**config.mk**
```make
export PLATFORM = sky130hd
export DESIGN_NAME = mem_ctrl_flat
export DESIGN_NICKNAME = d
export VERILOG_FILES = /design/src/rtl/mem_ctrl_if.sv /design/src/rtl/mem_ctrl.sv /design/src/flat_wrapper.sv
export SDC_FILE = /design/constraint.sdc
export NUM_CORES = 1
export LEC_CHECK = 0
export CAP_MARGIN = 30
export CORE_AREA = 2 2 292 294
export CTS_BUF_LIST = sky130_fd_sc_hd__clkbuf_8
export CTS_CLUSTER_SIZE = 40
export DETAILED_ROUTE_END_ITERATION = 10
export DIE_AREA = 0 0 294 296
export PLACE_DENSITY_LB_ADDON = 0.25
export SLEW_MARGIN = 20
export SYNTH_ARGS = -nofsm -noshare
export SYNTH_HDL_FRONTEND = slang
export SYNTH_SLANG_ARGS = --single-unit
```
**constraint.sdc**
```tcl
create_clock -name clk -period 2.84 [get_ports clk]
set_input_delay 0.71 -clock clk [delete_from_list [all_inputs] [get_ports clk]]
set_output_delay 0.71 -clock clk [all_outputs]
set_load 0.03 [all_outputs]
```
**src/rtl/mem_ctrl_if.sv**
```systemverilog
// Cache-side and RAM-side signal bundle of the memory controller.
// slave is the controller's view, master the caches/RAM view.
interface mem_ctrl_if;
  logic         ic_req;
  logic [25:0]  ic_addr;
  logic         ic_ready;
  logic [127:0] ic_data;
  logic         dc_req;
  logic         dc_we;
  logic [25:0]  dc_addr;
  logic [127:0] dc_wdata;
  logic         dc_ready;
  logic [127:0] dc_rdata;
  logic [25:0]  ram_rd_addr;
  logic [127:0] ram_rdata;
  logic [25:0]  ram_wr_addr;
  logic [127:0] ram_wdata;
  logic         ram_we;
  logic         busy;

  modport slave (
    input  ic_req, ic_addr,
    input  dc_req, dc_we, dc_addr, dc_wdata,
    input  ram_rdata,
    output ic_ready, ic_data,
    output dc_ready, dc_rdata,
    output ram_rd_addr, ram_wr_addr,
    output ram_wdata, ram_we, busy
  );

  modport master (
    output ic_req, ic_addr,
    output dc_req, dc_we, dc_addr, dc_wdata,
    output ram_rdata,
    input  ic_ready, ic_data,
    input  dc_ready, dc_rdata,
    input  ram_rd_addr, ram_wr_addr,
    input  ram_wdata, ram_we, busy
  );
endinterface

```
**src/rtl/mem_ctrl.sv**
```systemverilog
// Line-wide memory controller: I/D-cache arbitration with a fixed
// emulated RAM latency, one 128-bit line per transaction.
module mem_ctrl #(
  parameter int unsigned LATENCY = 5
) (
  input  logic       clk,
  input  logic       reset,
  mem_ctrl_if.slave  bus
);

  typedef enum logic [1:0] {
    S_IDLE,
    S_BUSY,
    S_DONE
  } state_t;

  localparam logic [3:0] CNT_INIT = 4'(LATENCY - 1);

  state_t       r_state;
  state_t       w_next;
  logic         r_own;
  logic         r_last;
  logic         r_we;
  logic [3:0]   r_cnt;
  logic [25:0]  r_addr;
  logic [127:0] r_wdata;
  logic [127:0] r_rdata;
  logic         w_grant;
  logic         w_gnt_d;
  logic         w_fin;

  // D wins a tie unless it was the last owner (r_last: 1 = D)
  assign w_gnt_d = bus.dc_req & (~bus.ic_req | ~r_last);
  assign w_grant = bus.ic_req | bus.dc_req;
  assign w_fin   = (r_state == S_BUSY) && (r_cnt == 4'd0);

  always_comb begin
    w_next = r_state;
    unique case (1'b1)
      r_state == S_IDLE: if (w_grant) w_next = S_BUSY;
      r_state == S_BUSY: if (w_fin) w_next = S_DONE;
      r_state == S_DONE: w_next = S_IDLE;
      default:           w_next = S_IDLE;
    endcase
  end

  always_ff @(posedge clk or negedge reset) begin
    if (!reset) r_state <= S_IDLE;
    else        r_state <= w_next;
  end

  always_ff @(posedge clk or negedge reset) begin
    if (!reset) begin
      r_own   <= 1'b0;
      r_last  <= 1'b0;
      r_we    <= 1'b0;
      r_cnt   <= 4'd0;
      r_addr  <= '0;
      r_wdata <= '0;
      r_rdata <= '0;
    end else begin
      if (r_state == S_IDLE && w_grant) begin
        r_own <= w_gnt_d;
        r_we  <= w_gnt_d & bus.dc_we;
        r_cnt <= CNT_INIT;
        r_addr <= w_gnt_d ? bus.dc_addr
                          : bus.ic_addr;
        if (w_gnt_d) r_wdata <= bus.dc_wdata;
      end
      if (r_state == S_BUSY && r_cnt != 4'd0)
        r_cnt <= r_cnt - 4'd1;
      if (w_fin && !r_we)
        r_rdata <= bus.ram_rdata;
      if (r_state == S_DONE)
        r_last <= r_own;
    end
  end

  assign bus.ram_we      = w_fin & r_we;
  assign bus.ram_rd_addr = r_addr;
  assign bus.ram_wr_addr = r_addr;
  assign bus.ram_wdata   = r_wdata;
  assign bus.ic_data     = r_rdata;
  assign bus.dc_rdata    = r_rdata;
  assign bus.ic_ready    = (r_state == S_DONE) & ~r_own;
  assign bus.dc_ready    = (r_state == S_DONE) & r_own;
  assign bus.busy        = (r_state != S_IDLE);

endmodule

```
**src/flat_wrapper.sv**
```systemverilog
// flat-port wrapper written by rule: the top's interface ports become plain ports
module mem_ctrl_flat 
#(
  parameter int unsigned LATENCY = 5
)
  (clk, reset, bus_ic_req, bus_ic_addr, bus_dc_req, bus_dc_we, bus_dc_addr, bus_dc_wdata, bus_ram_rdata, bus_ic_ready, bus_ic_data, bus_dc_ready, bus_dc_rdata, bus_ram_rd_addr, bus_ram_wr_addr, bus_ram_wdata, bus_ram_we, bus_busy);
  mem_ctrl_if bus_i ();
  input  logic clk;
  input  logic reset;
  input wire logic [$bits(bus_i.ic_req)-1:0] bus_ic_req;
  input wire logic [$bits(bus_i.ic_addr)-1:0] bus_ic_addr;
  input wire logic [$bits(bus_i.dc_req)-1:0] bus_dc_req;
  input wire logic [$bits(bus_i.dc_we)-1:0] bus_dc_we;
  input wire logic [$bits(bus_i.dc_addr)-1:0] bus_dc_addr;
  input wire logic [$bits(bus_i.dc_wdata)-1:0] bus_dc_wdata;
  input wire logic [$bits(bus_i.ram_rdata)-1:0] bus_ram_rdata;
  output wire logic [$bits(bus_i.ic_ready)-1:0] bus_ic_ready;
  output wire logic [$bits(bus_i.ic_data)-1:0] bus_ic_data;
  output wire logic [$bits(bus_i.dc_ready)-1:0] bus_dc_ready;
  output wire logic [$bits(bus_i.dc_rdata)-1:0] bus_dc_rdata;
  output wire logic [$bits(bus_i.ram_rd_addr)-1:0] bus_ram_rd_addr;
  output wire logic [$bits(bus_i.ram_wr_addr)-1:0] bus_ram_wr_addr;
  output wire logic [$bits(bus_i.ram_wdata)-1:0] bus_ram_wdata;
  output wire logic [$bits(bus_i.ram_we)-1:0] bus_ram_we;
  output wire logic [$bits(bus_i.busy)-1:0] bus_busy;
  assign bus_i.ic_req = bus_ic_req;
  assign bus_i.ic_addr = bus_ic_addr;
  assign bus_i.dc_req = bus_dc_req;
  assign bus_i.dc_we = bus_dc_we;
  assign bus_i.dc_addr = bus_dc_addr;
  assign bus_i.dc_wdata = bus_dc_wdata;
  assign bus_i.ram_rdata = bus_ram_rdata;
  assign bus_ic_ready = bus_i.ic_ready;
  assign bus_ic_data = bus_i.ic_data;
  assign bus_dc_ready = bus_i.dc_ready;
  assign bus_dc_rdata = bus_i.dc_rdata;
  assign bus_ram_rd_addr = bus_i.ram_rd_addr;
  assign bus_ram_wr_addr = bus_i.ram_wr_addr;
  assign bus_ram_wdata = bus_i.ram_wdata;
  assign bus_ram_we = bus_i.ram_we;
  assign bus_busy = bus_i.busy;
  mem_ctrl #(.LATENCY(LATENCY)) u_core (.clk(clk), .reset(reset), .bus(bus_i));
endmodule
```
; Yosys cells after proc, flatten, opt, wreduce, memory -nomap -nowiden
; Index checks and enable logic that the tools add are counted.
[totals]
regBits = 291
out_inout_bits = 440
[op_classes]
add_sub_neg = 1
eq_ne = 4
mux = 6
bitwise_logic = 10
n_reduce_logical = 12
[op_table]
columns = cell, count
row1 = $mux 26, 1
row2 = $mux 4, 2
row3 = $and 1x1->1, 5
row4 = $logic_and 1x1->1, 4
row5 = $logic_not 4->1, 1
row6 = $mux 2, 2
row7 = $ne 2x1->1 const B, 2
row8 = $pmux 2 s2, 1
row9 = $reduce_and 2->1, 2
row10 = $reduce_bool 2->1, 2
row11 = $reduce_bool 4->1, 1
row12 = $sub 4x1->4 const B, 1
row13 = $not 1->1, 3
row14 = $eq 2x1->1 const B, 1
row15 = $eq 2x2->1 const B, 1
row16 = $logic_not 2->1, 1
row17 = $or 1x1->1, 2
row18 = $logic_not 1->1, 1

; Logic depth before layout (Yosys ltp)
; Gate-level depths: netlist (run 1).
[depth]
ltp_word = 4
mapped_depth = 7

; Worst setup path after synthesis (run 1)
; OpenSTA, ideal clock, no wires.
[synth_timing]
kind = register to output
start = register u_core.r_cnt[0]
end = output bus_ram_we
arrival_ps = 1326
slack_ps = 804
path_stages_with_launch = 6
path_buffers = 0
cell_sequence = dfrtp_1 inv_1 ha_1 nor3b_4 nor2b_1 and2_1
[synth_via]
elab_chain_len = 3
[synth_lines]
columns = item, line_no
row1 = from (decl), mem_ctrl.sv:24  ; logic [3:0] r_cnt;
row2 = from (signal assigned), mem_ctrl.sv:71  ; r_cnt <= r_cnt - 4'd1;
row3 = $logic_not 4->1, mem_ctrl.sv:35  ; assign w_fin = (r_state == S_BUSY) && (r_cnt == 4'd0);
row4 = $logic_and 1x1->1, mem_ctrl.sv:35
row5 = $and 1x1->1, mem_ctrl.sv:79  ; assign bus.ram_we = w_fin & r_we;
row6 = to (decl), flat_wrapper.sv:24  ; output wire logic [$bits(bus_i.ram_we)-1:0] bus_ram_we;
; Every way passes these cells.

; Worst setup path in the final report (run 1)
; Same ends and word-level chain as after synthesis.

==> results by group, run 1 <==
Global routing
  • Initial antenna violation count: 2
  • First-pass GRT wire length: between 60000 and 70000 um
  • Vias in the first global route: ~9600
  • Largest net degree at the start of global routing: 66
  • Remaining Overflow, GRT: 0
  • Aggregate global-route resource usage: 9.74%

Floorplanning
  • Core Rows: 107
  • Area of the die: 87000 sq um
  • Initial Utilization: roughly 15%
  • Core Footprint: between 80000 and 90000 sq um
  • Die Width: slightly below 300 um
  • IO Count: ~750
  • Overall die height: 296 um

Setup path
  • Kind of critical path: reg -> out
  • Worst r2r src: u_core.r_cnt[0]
  • CP arrival: roughly 2000 ps
  • Crit end category: primary output
  • Reg2Reg Depth: 8
  • Setup slack, reg-to-reg: between 500 and 600 ps
  • Data required time of the critical path: 2130 ps
  • Maximum fanout along the worst path: 4
  • Reg-to-reg endpoint: u_core.bus.dc_rdata[112]
  • Worst Setup Start Kind: flop

Logic synthesis
  • Mapped Cells: 851
  • Syn Area/Cell: 15.0 sq um
  • Seq/Total Area, Yosys: about 57%
  • Seq cells post-synth: between 200 and 300
  • Yosys warns: 0
  • Yosys cell types: 29
  • Fraction of registers with async set/reset: 100%
  • Main flop type after synthesis: dfrtp_1
  • Post-synth EDFFs: 0
  • Mapped Nets: 1165
  • Synthesized area: 12800 sq um

Placed design
  • DP Cell Count: 2537
  • Number of port buffers: 752
  • GPL Wtd Cong: 0.726
  • Hpwl dp: between 30000 and 40000 um

Route
  • Final wirelength: between 40000 and 50000 um
  • DR iter-0 viols: about 170
  • DRC viols: 0
  • Via count: around 9000
  • Detailed-router iteration count before antenna repair: 5
  • Routed len/inst: between 15 and 20 um
  • Routed vias/inst: 3.41
  • ANT nets after route: 0

Final layout
  • Nets@finish: 1820
  • Layout cells sized above 1: 24.9%
  • Post-Layout Cell Count: 2637
  • Area Growth Syn to Fin: 70.1%
  • FILL cells: 8699

Clocking
  • Number of clock sinks: between 200 and 300
  • # H-tree levels: 2
  • Hold_buf cts: 0
  • Clock root cell: clkbuf_8
  • Clk_lat worst skew: 640 ps
  • CTS tree: done
  • CTS clk-pin slew, worst paths: approximately 60 ps
  • Number of CTS-inserted buffers: 56
  • Clock Tree Buf Depth: 3

Timing
  • Pins Over Slew Limit: 0
  • Fin crit period: 2690 ps
  • Hold Vio Cnt, Final: 0
  • Final setup viols: 0
  • RSZ-0062 raised after global routing: no
  • Maximum operating frequency: 372 MHz
  • Worst-margin pin slew: 682 ps
  • Final Skew: 38.8 ps
  • Worst hold margin: 65.2 ps
  • Final worst-path cycle share: 94.8%
  • TNS Setup: 0 ps
  • Max-slew headroom: between 50% and 60%

Outcome
  • Status: completed

Power
  • Power density relative to cell area: 1380 nW/um^2
  • Peak supply drop: 0.000526 V
  • Static leakage: 8.85 nW

Worst hold path
  • Hold Path Class: in -> async

Run
  • Max-cap viol count: 0
-- sequential cells by signal, summed over array words and instances (netlist names) --
register	cells
u_core.r_last	1
u_core.bus.ram_wdata	128
u_core.r_cnt	4
u_core.r_we	1
u_core.r_own	1
u_core.bus.dc_rdata	128
u_core.bus.ram_rd_addr	26
u_core.r_state	2
-- worst max path at each step --
stage / cells past startpoint / slack (ps) / to / start
detailed placement: 6 / 130 / bus_ram_we / u_core.r_cnt[0]
floorplan: 5 / 800 / bus_ram_we / u_core.r_cnt[0]
global route: 6 / 5 / bus_ram_we / u_core.r_cnt[0]
global placement: 6 / 150 / bus_ram_we / u_core.r_cnt[0]
CTS: 6 / 10 / bus_ram_we / u_core.r_cnt[0]
finish: 6 / 150 / bus_ram_we / u_core.r_cnt[0]
-- area by class of cell --
class,instances,area [sq um],area share (%)
multi-input cells,362,4010,18.4
repair buffers,791,7990,36.7
inverters,4,15.0,0.0689
well taps,1090,1360,6.26
clock buffers,71,977,4.49
clock inverters,26,148,0.678
flip-flops and latches,291,7280,33.4
diodes,2,5.00,0.0230
-- cells in the mapped netlist (3+ instances only) --
library cell    n  area [sq um]
dfrtp_1       291          7280
mux2_2        158          1780
buf_4         154          1160
mux2_4         98          1470
o21ai_0        54           270
mux2i_1        27           270
buf_6          23           259
clkbuf_1        8          30.0
buf_2           6          30.0
inv_1           4          15.0
nor2_1          4          15.0
clkbuf_8        3          41.3
-- cells in the final DEF, fill, tap and decap left out, types with 4 or more instances in the layout --
master	Yosys	final
o21ai_0	54	53
buf_4	154	26
dfrtp_1	291	291
clkbuf_8	3	71
clkdlybuf4s50_1	0	747
mux2_4	98	98
nor2_1	4	4
inv_1	4	21
mux2_2	158	158
buf_12	0	13
mux2i_1	27	27
-- where the power goes --
part / switching, mW / leakage (nW) / total (mW) / internal (mW)
registers: 1.76 / 3.43 / 8.06 / 6.30
clock network: 1.89 / 0.643 / 4.21 / 2.32
logic: 9.56 / 4.78 / 17.8 / 8.26
total: 13.2 / 8.85 / 30.1 / 16.9
-- stage by stage --
step                utilization, %  setup WS, ps  power (mW)  instance area, sq um
CTS                           25.9          10.7        30.6                 21800
floorplan                        -           804        19.3                 12800
finish                        25.9           149        30.1                 21800
global placement              24.5           154        26.1                 20600
detailed placement            24.5           134        26.1                 20600
global route                  25.9          5.07        31.6                 21800
-- repair_timing --
item	CTS	global route
setup endpoints to repair	4	2
gates resized for setup	9	4
setup buffers	1	0
-- kinds of logic after synthesis --
family          Yosys count  share of synthesized area [%]
flops                   291                           56.9
mux                     283                           27.5
compound gates           64                           2.76
xor+xnor                  1                         0.0684
simple gates             13                          0.762
fa+ha+maj                 1                         0.0977
buf+inv                 198                           12.0
-- routing by layer --
layer / up-vias / wire length (um) / track usage, %
met4: 0 / 1280 / 3.62
met3: 77 / 3680 / 3.05
li1: 4095 / - / -
met2: 427 / 24200 / 17.8
met1: 4386 / 16300 / 10.5
met5: - / 0 / 0
-- worst max-delay path, stage by stage (launching register included) --
cell	delay [ps]
dfrtp_1	410
inv_1	80
ha_2	190
nor3b_4	210
nor2b_2	180
and2_1	150
buf_6	140
Power figures use the tool's default switching activity.
==> run 2, diff against run 1 <==
--- a/config.mk
+++ b/config.mk
@@ -6,11 +6,11 @@
 export NUM_CORES = 1
 export LEC_CHECK = 0
 export CAP_MARGIN = 30
-export CORE_AREA = 2 2 292 294
+export CORE_AREA = 8 8 290 292
 export CTS_BUF_LIST = sky130_fd_sc_hd__clkbuf_8
 export CTS_CLUSTER_SIZE = 40
 export DETAILED_ROUTE_END_ITERATION = 10
-export DIE_AREA = 0 0 294 296
+export DIE_AREA = 0 0 298 300
 export PLACE_DENSITY_LB_ADDON = 0.25
 export SLEW_MARGIN = 20
 export SYNTH_ARGS = -nofsm -noshare
==> results by group, run 2 (synthesis gave the netlist of run 1 again) <==
Power
  • Static leakage: 8.98 nW
  • P_sw: about 13 mW
  • Clock share of power: 15.3%
  • Int Power: around 17 mW
  • Switching share of power: 43.7%
  • Logic pwr share: 58.5%
  • Pwr Total: 30.8 mW
  • Power density relative to cell area: 1400 nW/um^2
  • Peak supply drop: 0.000663 V
  • Part of the power in registers: 26.2%

Timing
  • Hold Vio Cnt, Final: 0
  • Final Skew: 36.0 ps
  • Final worst-path cycle share: ~95%
  • TNS Setup: 0 ps
  • Maximum operating frequency: approximately 370 MHz
  • Fin crit period: 2690 ps
  • RSZ-0062 raised after global routing: no
  • Worst-margin pin slew: about 570 ps
  • Final setup viols: 0
  • Pins Over Slew Limit: 0
  • Max-slew headroom: between 60% and 70%

Floorplanning
  • Core Rows: between 100 and 150
  • IO Count: 753
  • Initial Utilization: 16.1%
  • Core Footprint: 79600 sq um
  • Overall die height: 300 um
  • Die Width: 298 um
  • Area of the die: slightly below 90000 sq um

Route
  • Final wirelength: 50200 um
  • Routed vias/inst: 3.48
  • Routed len/inst: around 19 um
  • DRC viols: 0
  • ANT nets after route: 0
  • DR iter-0 viols: 205
  • Via count: a little over 9000
  • Detailed-router iteration count before antenna repair: 4

Worst hold path
  • Min-delay src: u_core.bus.ram_wdata[8]
  • Hold Path Class: reg -> reg
  • Hold path endpoint: u_core.bus.ram_wdata[8]
  • Hold path depth: 1

Setup path
  • Crit end category: primary output
  • Worst Setup Start Kind: flop
  • Kind of critical path: reg -> out
  • Reg2Reg Depth: 8
  • Setup slack, reg-to-reg: 420 ps
  • Data required time of the critical path: around 2100 ps
  • Worst r2r src: u_core.r_cnt[1]
  • Reg-to-reg endpoint: u_core.bus.dc_rdata[55]
  • CP arrival: 1980 ps
  • Maximum fanout along the worst path: 4

Clocking
  • Clock Tree Buf Depth: 3
  • Clock root cell: clkbuf_8
  • CTS tree: done
  • Number of CTS-inserted buffers: 57
  • Number of clock sinks: 291
  • # H-tree levels: 2
  • CTS clk-pin slew, worst paths: 60 ps
  • Clk_lat worst skew: 640 ps

Final layout
  • Commonest non-fill, non-tap cells in the layout: 746 x clkdlybuf4s50_1, 291 x dfrtp_1, 158 x mux2_2, 98 x mux2_4, 73 x clkbuf_8
  • Layout cells sized above 1: 26.1%
  • Area Growth Syn to Fin: 71.6%
  • FILL cells: slightly above 8000
  • Commonest non-fill, non-tap cell in the layout: clkdlybuf4s50_1
  • Post-Layout Cell Count: roughly 2600
  • Final Util: 27.6%
  • Nets@finish: between 1500 and 2000

Global routing
  • Vias in the first global route: 10500
  • First-pass GRT wire length: 73000 um
  • Aggregate global-route resource usage: 10.6%
  • Initial antenna violation count: 3
  • Largest net degree at the start of global routing: 56
  • Remaining Overflow, GRT: 0

Placed design
  • Hpwl dp: 40000 um
  • Number of port buffers: 752
  • DP Cell Count: 2508
  • GPL Wtd Cong: 0.785

Run
  • Max-cap viol count: 0

Outcome
  • Status: completed
==> run 2: area by class of cell <==
| class | instances | area, sq um | share of cell area, % |
|---|---|---|---|
| Clock buffer | 73 | 1000 | 4.57 |
| Antenna cell | 2 | 5.00 | 0.0228 |
| Timing Repair Buffer | 798 | 8010 | 36.5 |
| Inverter | 4 | 18.8 | 0.0854 |
| Timing Repair inverter | 1 | 5.00 | 0.0228 |
| Sequential cell | 291 | 7280 | 33.1 |
| Tap cell | 1060 | 1330 | 6.04 |
| Multi-Input combinational cell | 362 | 4020 | 18.3 |
| Clock inverter | 35 | 302 | 1.37 |
==> run 2: worst max path at each step <==
| stage | slack, ps | start | end |
|---|---|---|---|
| after floorplan | 800 | u_core.r_cnt[0] | bus_ram_we |
| after global placement | 220 | bus_dc_req | u_core.bus.ram_wdata[22] |
| after detailed placement | 200 | bus_dc_req | u_core.bus.ram_wdata[23] |
| after CTS | 10 | u_core.r_cnt[1] | bus_ram_we |
| after global routing | 7 | u_core.r_state[0] | bus_busy |
| final | 150 | u_core.r_state[0] | bus_busy |
==> run 2: routing by layer <==
| layer | share of wire, % | global-route usage, % | vias up |
|---|---|---|---|
| met2 | 55 | 20.5 | 408 |
| met1 | 34 | 10.2 | 4528 |
| met5 | 0.024 | 0 | - |
| li1 | - | - | 4143 |
| met3 | 9.0 | 4.42 | 68 |
| met4 | 2.1 | 2.98 | 2 |
==> run 2: critical path: stages (launching register included) <==
cell           delay [ps]
dfrtp_1               400
nor2_2                290
clkinvlp_4            240
dlygate4sd2_1         400
==> run 2: power by group through the flow <==
stage          clock network (mW)  logic, mW  registers (mW)
6_report                     4.72       18.0            8.07
5_1_grt                      5.16       18.8            8.39
4_1_cts                      4.97       18.3            8.16
3_5_place_dp                    0       18.2            8.16
3_3_place_gp                    0       18.1            8.17
2_1_floorplan                   0       7.56            11.7
==> run 2: timing repair <==
action,in CTS,in global routing
endpoints found under the hold margin,37,0
hold buffers,1,0
cloned,1,0
gates resized for setup,6,3
pin swaps,0,0
setup endpoints to repair,4,1
buffers inserted,4,2
==> run 2: metrics by stage <==
stage | worst slack (ps) | hold slack [ps] | area [sq um]
6_report | 149 | 505 | 22000
2_1_floorplan | 804 | 414 | 12800
3_5_place_dp | 195 | 493 | 20600
3_3_place_gp | 216 | 491 | 20600
5_1_grt | 7.21 | 528 | 22000
4_1_cts | 10.9 | 508 | 21900
